File: src/rtl/keypad_scanner.sv
// +----------------------------------------------------------------------------+
// | Module      : keypad_scanner                                               |
// | Description : 4x4 matrix keypad scanner with full-scan debounce.           |
// |               Drives one column low at a time, samples the active-low      |
// |               rows on the last dwell cycle of each column, collapses a     |
// |               full scan into one snapshot (single key or NONE) and         |
// |               accepts a change after DEBOUNCE_SCANS identical snapshots.   |
// | Parameters  : SCAN_TICKS     - clk cycles each column is driven (>= 2)     |
// |               DEBOUNCE_SCANS - identical snapshots to accept (1..15)       |
// | Ports       : clk       in   system clock, rising edge                     |
// |               rst_n     in   asynchronous active-low reset                 |
// |               col_n     out  column drive, one-hot low                     |
// |               row_n     in   row sense, active-low                         |
// |               key_code  out  hex code of last accepted key                 |
// |               key_valid out  one-cycle strobe on a newly accepted key      |
// |               key_down  out  high while an accepted key is held            |
// | Revision    : 1.0 - initial release                                        |
// +----------------------------------------------------------------------------+
`default_nettype none

module keypad_scanner #(
   parameter int SCAN_TICKS     = 100000,
   parameter int DEBOUNCE_SCANS = 4
) (
   input  logic       clk,
   input  logic       rst_n,
   output logic [3:0] col_n,
   input  logic [3:0] row_n,
   output logic [3:0] key_code,
   output logic       key_valid,
   output logic       key_down
);

   // ------------------------------------------------------------------------
   // Constants
   // ------------------------------------------------------------------------
   localparam int c_dwell_w = (SCAN_TICKS > 2) ? $clog2(SCAN_TICKS) : 1;

   localparam logic [c_dwell_w-1:0] c_dwell_last = c_dwell_w'(SCAN_TICKS - 1);
   localparam logic [c_dwell_w-1:0] c_dwell_one  = c_dwell_w'(1);
   localparam logic [3:0]           c_deb        = 4'(DEBOUNCE_SCANS);

   // Snapshot encoding: {valid, key index}; key index = {col, row}, which is
   // also the bit position of that key inside the hits accumulator.
   localparam logic [4:0] c_snap_none = 5'b0_0000;

   // Debounce state machine: accepted NONE or accepted KEY(r_acc_idx)
   localparam logic [0:0] c_st_none = 1'b0;
   localparam logic [0:0] c_st_key  = 1'b1;

   // ------------------------------------------------------------------------
   // Key map: (row, col) -> hex code
   // ------------------------------------------------------------------------
   function automatic logic [3:0] f_key_code(input logic [1:0] row,
                                             input logic [1:0] col);
      logic [3:0] code;
      case ({row, col})
         4'b00_00: code = 4'h1;
         4'b00_01: code = 4'h2;
         4'b00_10: code = 4'h3;
         4'b00_11: code = 4'hA;
         4'b01_00: code = 4'h4;
         4'b01_01: code = 4'h5;
         4'b01_10: code = 4'h6;
         4'b01_11: code = 4'hB;
         4'b10_00: code = 4'h7;
         4'b10_01: code = 4'h8;
         4'b10_10: code = 4'h9;
         4'b10_11: code = 4'hC;
         4'b11_00: code = 4'h0;
         4'b11_01: code = 4'hF;
         4'b11_10: code = 4'hE;
         default:  code = 4'hD;
      endcase
      return code;
   endfunction

   // ------------------------------------------------------------------------
   // Signals
   // ------------------------------------------------------------------------
   logic [c_dwell_w-1:0] r_dwell;
   logic [1:0]           r_col_idx;
   logic [1:0]           w_col_idx_nxt;
   logic [3:0]           r_col_n;
   logic [15:0]          r_hits;
   logic [15:0]          w_hits_full;
   logic                 w_sample;
   logic                 w_scan_end;

   logic [4:0]           w_ones;
   logic [3:0]           w_idx;
   logic [4:0]           w_snap;

   logic [4:0]           r_prev_snap;
   logic [3:0]           r_stable_cnt;
   logic [3:0]           w_stable_nxt;
   logic [4:0]           w_acc_snap;
   logic                 w_accept;

   logic [0:0]           r_state;
   logic [0:0]           w_state_nxt;
   logic [3:0]           r_acc_idx;
   logic [3:0]           r_key_code;
   logic                 r_key_valid;

   // ------------------------------------------------------------------------
   // Scan sequencer
   // ------------------------------------------------------------------------
   assign w_sample      = (r_dwell == c_dwell_last);
   assign w_scan_end    = w_sample && (r_col_idx == 2'd3);
   assign w_col_idx_nxt = r_col_idx + 2'd1;

   // Column drive is registered so the pins never glitch while the index
   // changes.
   always_ff @(posedge clk or negedge rst_n) begin
      if (!rst_n) begin
         r_dwell   <= '0;
         r_col_idx <= 2'd0;
         r_col_n   <= 4'b1110;
      end else if (w_sample) begin
         r_dwell   <= '0;
         r_col_idx <= w_col_idx_nxt;
         r_col_n   <= ~(4'b0001 << w_col_idx_nxt);
      end else begin
         r_dwell   <= r_dwell + c_dwell_one;
      end
   end

   assign col_n = r_col_n;

   // ------------------------------------------------------------------------
   // Hits accumulator: rows stored inverted at bits [col*4 +: 4]. The last
   // column is never stored; it is merged combinationally at scan end and
   // the accumulator cleared in the same edge.
   // ------------------------------------------------------------------------
   always_ff @(posedge clk or negedge rst_n) begin
      if (!rst_n) begin
         r_hits <= '0;
      end else if (w_sample) begin
         if (r_col_idx == 2'd3) begin
            r_hits <= '0;
         end else begin
            r_hits[{r_col_idx, 2'b00} +: 4] <= ~row_n;
         end
      end
   end

   assign w_hits_full = r_hits | {~row_n, 12'h000};

   // ------------------------------------------------------------------------
   // Snapshot: exactly one hit gives that key, anything else is NONE, so
   // ghosting and multi-press can never produce a key.
   // ------------------------------------------------------------------------
   always_comb begin
      w_ones = 5'd0;
      w_idx  = 4'd0;
      for (int i = 0; i < 16; i++) begin
         if (w_hits_full[i]) begin
            w_ones = w_ones + 5'd1;
            w_idx  = 4'(i);
         end
      end
      w_snap = (w_ones == 5'd1) ? {1'b1, w_idx} : c_snap_none;
   end

   // ------------------------------------------------------------------------
   // Debounce counter
   // ------------------------------------------------------------------------
   always_comb begin
      w_stable_nxt = 4'd1;
      if (w_snap == r_prev_snap) begin
         w_stable_nxt = (r_stable_cnt >= c_deb) ? c_deb : (r_stable_cnt + 4'd1);
      end
   end

   always_ff @(posedge clk or negedge rst_n) begin
      if (!rst_n) begin
         r_prev_snap  <= c_snap_none;
         r_stable_cnt <= 4'd0;
      end else if (w_scan_end) begin
         r_prev_snap  <= w_snap;
         r_stable_cnt <= w_stable_nxt;
      end
   end

   assign w_acc_snap = (r_state == c_st_key) ? {1'b1, r_acc_idx} : c_snap_none;
   assign w_accept   = w_scan_end && (w_stable_nxt == c_deb) && (w_snap != w_acc_snap);

   // ------------------------------------------------------------------------
   // Accepted-key FSM: state register
   // ------------------------------------------------------------------------
   always_ff @(posedge clk or negedge rst_n) begin
      if (!rst_n) begin
         r_state <= c_st_none;
      end else begin
         r_state <= w_state_nxt;
      end
   end

   // Next-state logic. A key-to-key change stays in KEY; only the stored
   // index moves.
   always_comb begin
      w_state_nxt = r_state;
      case (r_state)
         c_st_none: if (w_accept && w_snap[4])  w_state_nxt = c_st_key;
         c_st_key:  if (w_accept && !w_snap[4]) w_state_nxt = c_st_none;
         default:   w_state_nxt = c_st_none;
      endcase
   end

   // Output decode
   always_comb begin
      key_down = (r_state == c_st_key);
   end

   // Accepted key index, code and strobe. Releasing to NONE leaves the code
   // untouched so downstream keeps showing the last key.
   always_ff @(posedge clk or negedge rst_n) begin
      if (!rst_n) begin
         r_acc_idx   <= 4'd0;
         r_key_code  <= 4'd0;
         r_key_valid <= 1'b0;
      end else begin
         r_key_valid <= w_accept && w_snap[4];
         if (w_accept && w_snap[4]) begin
            r_acc_idx  <= w_snap[3:0];
            r_key_code <= f_key_code(w_snap[1:0], w_snap[3:2]);
         end
      end
   end

   assign key_code  = r_key_code;
   assign key_valid = r_key_valid;

endmodule

`default_nettype wire
File: config.mk
export PLATFORM = sky130hd
export DESIGN_NAME = keypad_scanner
export DESIGN_NICKNAME = d
export VERILOG_FILES = /design/src/rtl/keypad_scanner.sv
export SDC_FILE = /design/constraint.sdc
export NUM_CORES = 1
export LEC_CHECK = 0
export CAP_MARGIN = 0
export CORE_AREA = 2 2 104 106
export DETAILED_ROUTE_END_ITERATION = 12
export DIE_AREA = 0 0 106 108
export PLACE_DENSITY_LB_ADDON = 0.3
export SLEW_MARGIN = 20
export SYNTH_ARGS = -nofsm -noshare
export SYNTH_HDL_FRONTEND = slang
export SYNTH_SLANG_ARGS = --single-unit
File: constraint.sdc
create_clock -name clk -period 22 [get_ports clk]
set_input_delay 4.4 -clock clk [delete_from_list [all_inputs] [get_ports clk]]
set_output_delay 4.4 -clock clk [all_outputs]
set_load 0.01 [all_outputs]
==> results of run 1 <==
[cells in the mapped netlist, types with 3 or more instances]
master	count
a21o_1	3
mux2i_1	8
xnor2_4	3
dfstp_2	3
xor2_1	16
a21oi_1	15
xnor2_1	38
nand3_1	17
inv_1	22
clkbuf_1	15
xnor3_1	3
nor2_1	41
nand3b_1	5
nor3_1	9
or2_2	3
ha_1	28
a211o_1	3
nand2b_1	11
o21ai_0	34
nor4_1	3
nand2_1	73
nor2b_1	9
mux2_4	4
nand4_1	13
and3_1	3
dfrtp_1	55
and2_1	7
o21bai_1	3
or4_1	3
o31ai_1	10
[cells by family after synthesis]
family                   synth area share
AND/OR/NAND/NOR                     0.221
XOR/XNOR                            0.168
multiplexers                       0.0406
adder cells (fa/ha/maj)            0.0768
flip-flops                          0.319
buffers and inverters              0.0365
AO/OA/AOI/OAI                       0.139
[layer usage]
metal / GRT usage / share of wire / wire length (µm)
met1: 0.223 / 0.48 / 4310
met2: 0.287 / 0.48 / 4290
met3: 0.0283 / 0.016 / 146
met4: 0.0733 / 0.021 / 191
met5: 0 / 0 / 0
[sequential cells by signal, summed over array words and instances, names as in the netlist, named ones only]
register / cells
r_acc_idx: 4
r_hits: 16
r_dwell: 17
key_code: 4
r_prev_snap: 5
key_valid: 1
r_stable_cnt: 4
r_col_idx: 2
col_n: 4
[area by class of cell]
type | instances | share of cell area
clock inverters | 6 | 0.00828
repair buffers | 17 | 0.0321
well taps | 136 | 0.0341
flip-flops and latches | 58 | 0.292
inverters | 22 | 0.0166
clock buffers | 10 | 0.0276
multi-input cells | 411 | 0.589
[cell usage in the layout, fill, tap and decap left out, types with 4 or more instances in the layout]
cell type and count:
nand2_1 73, dfrtp_1 55, nor2_1 41, xnor2_1 38, o21ai_0 34, ha_1 28
inv_1 22, nand3_1 17, xor2_1 16, a21oi_1 15, clkdlybuf4s50_1 14, nand4_1 13
nand2b_1 11, o31ai_1 10, clkbuf_8 10, nor2b_1 9, nor3_1 9, mux2i_1 8
and2_1 7, nand3b_1 5, mux2_4 4
[power groups by stage]
stage	Combinational [µW]	Clock, µW	Sequential (µW)
after floorplan	7.36	0	109
after global placement	12.2	0	109
after detailed placement	12.5	0	109
after CTS	12.5	91.2	107
after global routing	14.2	96.6	107
final	12.4	87.7	107
[through the flow]
stage	utilization	worst slack (ns)	power, µW
after floorplan	-	12.07	116
after global placement	0.470	11.61	121
after detailed placement	0.470	11.38	121
after CTS	0.487	11.32	210
after global routing	0.487	10.50	217
final	0.487	11.33	207
[worst max-delay path by stage]
stage                                      from  slack [ns]  depth (start not counted)                      end
final                     r_hits[1]$_DFFE_PN0P_       11.33                         55  key_code[1]$_DFFE_PN0P_
after global routing      r_hits[1]$_DFFE_PN0P_       10.50                         55  key_code[1]$_DFFE_PN0P_
after CTS                 r_hits[1]$_DFFE_PN0P_       11.32                         55  key_code[1]$_DFFE_PN0P_
after detailed placement  r_hits[1]$_DFFE_PN0P_       11.38                         55  key_code[1]$_DFFE_PN0P_
after global placement    r_hits[1]$_DFFE_PN0P_       11.61                         55  key_code[1]$_DFFE_PN0P_
after floorplan           r_hits[0]$_DFFE_PN0P_       12.07                         55  key_code[1]$_DFFE_PN0P_
==> out/results.ini, run 1 <==
[timing]
hold_viol=0
worst_pin_slew_ns=0.824
finalMaxSlewViolations=0
fin_tns_setup_ns=0
setup_viol=0
hold_ws_ns=0.479
max_clock_freq_mhz=93.7
slew_headroom=0.449
rsz0062_at_grt=no
skew_ns=0.00783
period_share=0.485
fin_crit_ns=10.67

[drt]
drtIter0Drc=176
wire_per_inst_um=13.6
viasPerCell=5.39
wirelength_mm=8.94
vias=3559
drc=0
drtPass1Iterations=5
antenna_left=0

[clocking]
ctsResizeCount=0
ctsHtreeMaxLevel=3
cts_tree=done
clk_path_buf_depth=2
cts-root-buf=clkbuf_8
hold_buffers=0
post_cts_buffers=0
clock_sinks=58
clock_latency_ns=0.33
path_clk_slew_ns=0.07
cts_buffers=9

[cells_and_area]
fill_cells=965
area_delta_synth_final_pct=9.33
final-instance-count-excl-fill=660
seqCellArea_um2=1460
multiInputGateArea_um2=2940
nets=553
n_antenna_cell=0
finalInstanceArea_um2=4990
drive_above_1_share=0.0897

[synthesis]
synth_warnings=0
ys_ff_latch=58
syn_area_per_cell_um2=8.94
syn_inst=510
ys_seq_area_frac=0.319
ys_async_sr_fraction=1.00
syn-cell-area_um2=4560
synth_top_area_share=0.302
yosysTopAreaCell=dfrtp_1
synth_edf_count=0
synth_nets=544
ys_top_cells_by_area=dfrtp_1 30%, ha_1 7.7%, xnor2_1 7.3%
synth_cell_types=67
synth_ff_type=dfrtp_1

[placed_design]
dp_hpwl_mm=6.72
gp_congestion=0.812
post-place-cells=644
portBuffers=15
placed_area_um2=4810

[critical_path]
required_ns=22.22
worstPathMaxFanout=5
worst_setup_path_start_kind=flop
r2r_start=r_hits[1]$_DFFE_PN0P_
r2r_cells=55
r2r_slack_ns=11.33
slowest_stage=mux4_2
worstReg2RegEnd=key_code[1]$_DFFE_PN0P_
path_class=reg2reg
critPathTopFamily=adder cells
path_buf_inv=6
crit_top_cell=ha_1
cp-end-kind=flop
crit_arrival_ns=10.89
critPathMaxStageDelay_ns=0.46

[global_routing]
grt_max_degree=59
grt_pass1_vias=3510
antenna_found_initial=0
grt_pass1_wl_mm=16.1
overflow=0
grtUsageTotal=0.172

[power_and_ir_drop]
leakage_uw=0.00225
p_sw_frac=0.251
p_comb_frac=0.060
p_int_uw=155
power_frac_seq=0.516
ir_drop_v=0.0000352
clockPowerShare=0.424
switching_power_uw=51.8
p_per_area_nw_per_um2=41.4

[status]
outcome=finished clean

[min_path]
hp-start=r_dwell[0]$_DFF_PN0_
min_to=r_dwell[0]$_DFF_PN0_
min_path_type=reg2reg
hold_depth=1

[floorplan]
core_area_um2=10200
start_util=0.446
dieArea_um2=11400
rows=37
ios=16
die_h_um=108
chipWidth_um=106

[flow_run]
cap_violations=0

Note: power is estimated with default switching activity, not from simulation.
==> inputs of run 2 (changes only) <==
- clock period: 22 -> 8.7 ns (I/O delays scaled with it)
==> out/results.ini, run 2 (synthesized netlist as in run 1, its figures left out) <==
[min_path]
hp-start=r_hits[15]$_DFFE_PN0P_  ; was r_dwell[0]$_DFF_PN0_
min_path_type=reg2reg  ; unchanged

[floorplan]
chipWidth_um=106  ; unchanged
start_util=0.446  ; unchanged
dieArea_um2=11400  ; unchanged
rows=37  ; unchanged
die_h_um=108  ; unchanged
ios=16  ; unchanged
core_area_um2=10200  ; unchanged

[critical_path]
worstPathMaxFanout=5  ; unchanged
crit_arrival_ns=9.98  ; was 10.89 ns
crit_top_cell=buf_4  ; was ha_1
cp-end-kind=flop  ; unchanged
worst_setup_path_start_kind=flop  ; unchanged
critPathMaxStageDelay_ns=0.53  ; was 0.46 ns
slowest_stage=xnor3_2  ; was mux4_2
path_buf_inv=36  ; was 6
path_class=reg2reg  ; unchanged
required_ns=8.91  ; was 22.22 ns
r2r_start=r_hits[1]$_DFFE_PN0P_  ; unchanged
startpoint=r_hits[1]$_DFFE_PN0P_  ; unchanged
critPathTopFamily=buffers and inverters  ; was adder cells

[timing]
skew_ns=0.0125  ; was 0.00783 ns
period_share=1.12  ; was 0.485
setup_viol=18  ; was 0
finalMaxSlewViolations=0  ; unchanged
hold_viol=0  ; unchanged
worst_pin_slew_ns=0.916  ; was 0.824 ns
fin_tns_setup_ns=-12.68  ; was 0 ns
hold_ws_ns=0.486  ; was 0.479 ns
slew_headroom=0.387  ; was 0.449
fin_crit_ns=9.77  ; was 10.67 ns
rsz0062_at_grt=yes  ; was no
fin_ws_ns=-1.07  ; was 11.33 ns
max_clock_freq_mhz=102  ; was 93.7 MHz

[flow_run]
cap_violations=0  ; unchanged

[placed_design]
dp_slack_ns=-1.22  ; was 11.38 ns
portBuffers=15  ; unchanged
dp_hpwl_mm=7.30  ; was 6.72 mm
gp_congestion=0.852  ; was 0.812
placed_area_um2=5200  ; was 4810 µm²

[clocking]
ctsHtreeMaxLevel=3  ; unchanged
cts-root-buf=clkbuf_8  ; unchanged
clock_latency_ns=0.33  ; about the same
clock_sinks=58  ; unchanged
path_clk_slew_ns=0.07  ; about the same
cts_buffers=9  ; unchanged
hold_buffers=0  ; unchanged
cts_tree=done  ; unchanged
clk_path_buf_depth=2  ; unchanged

[drt]
viasPerCell=5.33  ; was 5.39
vias=3980  ; was 3559
drtIter0Drc=184  ; was 176
drc=0  ; unchanged
antenna_left=0  ; unchanged
wire_per_inst_um=15.3  ; was 13.6 µm
drtPass1Iterations=5  ; unchanged
wirelength_mm=11.4  ; was 8.94 mm

[global_routing]
grtUsageTotal=0.205  ; was 0.172
grt_pass1_vias=4132  ; was 3510
antenna_found_initial=0  ; unchanged
grt_pass1_wl_mm=18.7  ; was 16.1 mm
grt_max_degree=59  ; unchanged
overflow=0  ; unchanged

[power_and_ir_drop]
p_per_area_nw_per_um2=95.3  ; was 41.4 nW/µm²
ir_drop_v=0.000147  ; was 0.0000352 V
leakage_uw=0.00279  ; was 0.00225 µW

[status]
outcome=finished with violations  ; was finished clean
violations=setup timing

[cells_and_area]
finalInstanceArea_um2=6070  ; was 4990 µm²
largest_reg_flops=17  ; unchanged
drive_above_1_share=0.309  ; was 0.0897
area_delta_synth_final_pct=33.1  ; was 9.33%
regMostFlops=r_dwell  ; unchanged
n_antenna_cell=0  ; unchanged
final_cell_mix=77 x buf_4, 66 x nand2_1, 55 x dfrtp_1  ; was 73 x nand2_1, 55 x dfrtp_1, 41 x nor2_1
layout_commonest_cell=buf_4  ; was nand2_1
nets=640  ; was 553
utilization=0.593  ; was 0.487
top_regs=r_dwell: 17 flops, r_hits: 16 flops, r_prev_snap: 5 flops  ; unchanged

[run 2: where the power goes]
group / internal (µW) / total, µW / switching, µW
Clock: 168 / 271 / 103
Combinational: 13.4 / 37.2 / 23.8
Sequential: 270 / 270 / 0
Total: 451 / 578 / 127
[run 2: path summary, 6_finish.rpt]
check | slack (ns) | to | cells after the start
max | -1.07 | r_acc_idx[2]$_DFFE_PN0P_ | 59
min | 0.49 | r_hits[15]$_DFFE_PN0P_ | 1
max reg2reg | -1.07 | r_acc_idx[2]$_DFFE_PN0P_ | 59
min reg2reg | 0.49 | r_hits[15]$_DFFE_PN0P_ | 1
max in group asynchronous | 6.67 | r_dwell[9]$_DFF_PN0_ | 2
min in group asynchronous | 1.55 | key_code[0]$_DFFE_PN0P_ | 2
[run 2: repair_timing]
item / CTS / global route
resized for setup: 37 / 34
setup buffers: 41 / 6
pin swaps: 24 / 3
endpoints found under the setup margin: 18 / 18
[run 2: final cells by class]
class	count	area, µm²
clock buffer	11	141
clock inverter	5	77.6
fill	836	4160
inverter	22	82.6
multi-input combinational	411	3290
sequential	58	1460
tap	136	170
timing repair buffer	104	858
[run 2: stage by stage]
step                      std cells  power (µW)
final                           747         578
after global routing            747         602
after CTS                       742         584
after detailed placement        685         308
after global placement          685         307
after floorplan                 510         294
[run 2: per-layer routing]
layer	vias up	track usage	share of wire
met5	-	0	0
met4	0	0.101	0.031
met3	25	0.0338	0.025
met2	72	0.372	0.52
met1	1909	0.234	0.43
li1	1974	-	-
==> inputs of run 3 (changes only) <==
--- a/config.mk
+++ b/config.mk
@@ -10,4 +10,5 @@
 export DETAILED_ROUTE_END_ITERATION = 12
 export DIE_AREA = 0 0 106 108
+export GPL_TIMING_DRIVEN = 0
 export PLACE_DENSITY_LB_ADDON = 0.3
 export SLEW_MARGIN = 20
==> constraint.sdc (replaced) <==
create_clock -name clk -period 8.7 [get_ports clk]
set_input_delay 1.74 -clock clk [delete_from_list [all_inputs] [get_ports clk]]
set_output_delay 1.74 -clock clk [all_outputs]
set_load 0.005 [all_outputs]
==> out/results.ini, run 3 (synthesized netlist as in run 1, its figures left out) <==
[status]
outcome=finished with violations  ; unchanged
violations=setup timing  ; unchanged

[timing]
slew_headroom=0.288  ; was 0.387
setup_viol=18  ; unchanged
finalMaxSlewViolations=0  ; unchanged
rsz0062_at_grt=yes  ; unchanged
hold_viol=0  ; unchanged
period_share=1.12  ; about the same
fin_tns_setup_ns=-11.75  ; was -12.68 ns
fin_crit_ns=9.73  ; was 9.77 ns
worst_pin_slew_ns=1.06  ; was 0.916 ns
max_clock_freq_mhz=103  ; was 102 MHz
fin_ws_ns=-1.03  ; was -1.07 ns
skew_ns=0.0108  ; was 0.0125 ns

[cells_and_area]
drive_above_1_share=0.288  ; was 0.309
final_cell_mix=65 x nand2_1, 65 x buf_4, 55 x dfrtp_1  ; was 77 x buf_4, 66 x nand2_1, 55 x dfrtp_1
top_regs=r_dwell: 17 flops, r_hits: 16 flops, r_prev_snap: 5 flops  ; unchanged
fill_cells=867  ; was 836
n_antenna_cell=0  ; unchanged
utilization=0.588  ; was 0.593
regMostFlops=r_dwell  ; unchanged
area_delta_synth_final_pct=32.0  ; was 33.1%
nets=637  ; was 640
largest_reg_flops=17  ; unchanged
finalInstanceArea_um2=6020  ; was 6070 µm²

[clocking]
clock_latency_ns=0.33  ; about the same
hold_buffers=0  ; unchanged
cts_buffers=9  ; unchanged
cts_tree=done  ; unchanged
path_clk_slew_ns=0.07  ; about the same
cts-root-buf=clkbuf_8  ; unchanged
ctsHtreeMaxLevel=3  ; unchanged
clk_path_buf_depth=2  ; unchanged
clock_sinks=58  ; unchanged

[drt]
viasPerCell=5.38  ; was 5.33
wirelength_mm=11.4  ; about the same
drtPass1Iterations=4  ; was 5
drc=0  ; unchanged
antenna_left=0  ; unchanged
drtIter0Drc=201  ; was 184
vias=3999  ; was 3980
wire_per_inst_um=15.3  ; about the same

[flow_run]
cap_violations=0  ; unchanged

[placed_design]
placed_area_um2=4960  ; was 5200 µm²
portBuffers=15  ; unchanged
dp_hpwl_mm=7.02  ; was 7.30 mm
gp_congestion=0.866  ; was 0.852

[critical_path]
r2r_start=r_hits[1]$_DFFE_PN0P_  ; unchanged
crit_top_cell=buf_4  ; unchanged
path_class=reg2reg  ; unchanged
crit_arrival_ns=9.94  ; was 9.98 ns
worstPathMaxFanout=4  ; was 5
critPathMaxStageDelay_ns=0.46  ; was 0.53 ns
slowest_stage=mux4_2  ; was xnor3_2
required_ns=8.91  ; about the same
startpoint=r_hits[1]$_DFFE_PN0P_  ; unchanged
cp-end-kind=flop  ; unchanged
worst_setup_path_start_kind=flop  ; unchanged

[min_path]
hp-start=r_dwell[4]$_DFF_PN0_  ; was r_hits[15]$_DFFE_PN0P_
min_path_type=reg2reg  ; unchanged

[global_routing]
grt_max_degree=59  ; unchanged
antenna_found_initial=0  ; unchanged
grt_pass1_vias=4036  ; was 4132
grtUsageTotal=0.200  ; was 0.205
grt_pass1_wl_mm=18.6  ; was 18.7 mm
overflow=0  ; unchanged

[floorplan]
chipWidth_um=106  ; unchanged
core_area_um2=10200  ; unchanged
start_util=0.446  ; unchanged
die_h_um=108  ; unchanged
ios=16  ; unchanged
rows=37  ; unchanged
dieArea_um2=11400  ; unchanged

[power_and_ir_drop]
p_total_uw=557  ; was 578 µW
ir_drop_v=0.000102  ; was 0.000147 V
p_per_area_nw_per_um2=92.6  ; was 95.3 nW/µm²
leakage_uw=0.00271  ; was 0.00279 µW

run 3: final timing paths:
kind,endpoint,slack [ns],depth (start not counted)
setup / recovery,key_code[1]$_DFFE_PN0P_,-1.03,58
hold reg to reg,r_dwell[4]$_DFF_PN0_,0.47,1
min in group asynchronous,key_code[0]$_DFFE_PN0P_,1.47,1
hold / removal,r_dwell[4]$_DFF_PN0_,0.47,1
setup reg to reg,key_code[1]$_DFFE_PN0P_,-1.03,58
max in group asynchronous,r_hits[10]$_DFFE_PN0P_,6.76,1
run 3: per-stage QoR:
step	hold WS [ns]	instances	setup WS (ns)
global placement	0.458	661	-1.36
finish	0.470	744	-1.03
CTS	0.482	735	-0.907
floorplan	0.438	510	-0.839
global route	0.499	744	-1.40
detailed placement	0.471	661	-1.51
run 3: layout make-up:
type | instances | area, µm² | area share
inverters | 22 | 82.6 | 0.0137
clock buffers | 11 | 151 | 0.0252
plain buffers | 19 | 83.8 | 0.0139
flip-flops and latches | 58 | 1460 | 0.242
multi-input cells | 411 | 3360 | 0.558
well taps | 136 | 170 | 0.0283
repair buffers | 82 | 666 | 0.111
clock inverters | 5 | 52.6 | 0.00873
run 3: power breakdown:
part	leakage, µW	switching (µW)	internal, µW
sequential	0.000675	0	270
clock	0.000105	103	146
combinational	0.00193	25.0	13.9
total	0.00271	127	430
run 3: repair_timing:
action,in CTS,in global routing
setup buffers,58,11
pin swaps,29,21
resized for setup,33,42
setup endpoints to repair,18,18
run 3: per-layer routing:
layer / GRT usage / vias to the layer above / wire (µm)
li1: - / 1964 / -
met1: 0.245 / 1968 / 5060
met2: 0.372 / 53 / 5930
met3: 0.0241 / 14 / 176
met4: 0.0592 / 0 / 206
met5: 0 / - / 0
run 3: critical path: cells and delay by family (launching register included):
family	cells	cell delay (ns)
buf+inv	34	4.07
flops	1	0.39
compound gates	3	0.56
fa+ha+maj	6	1.64
mux	3	0.99
simple gates	8	0.96
xor+xnor	4	1.01
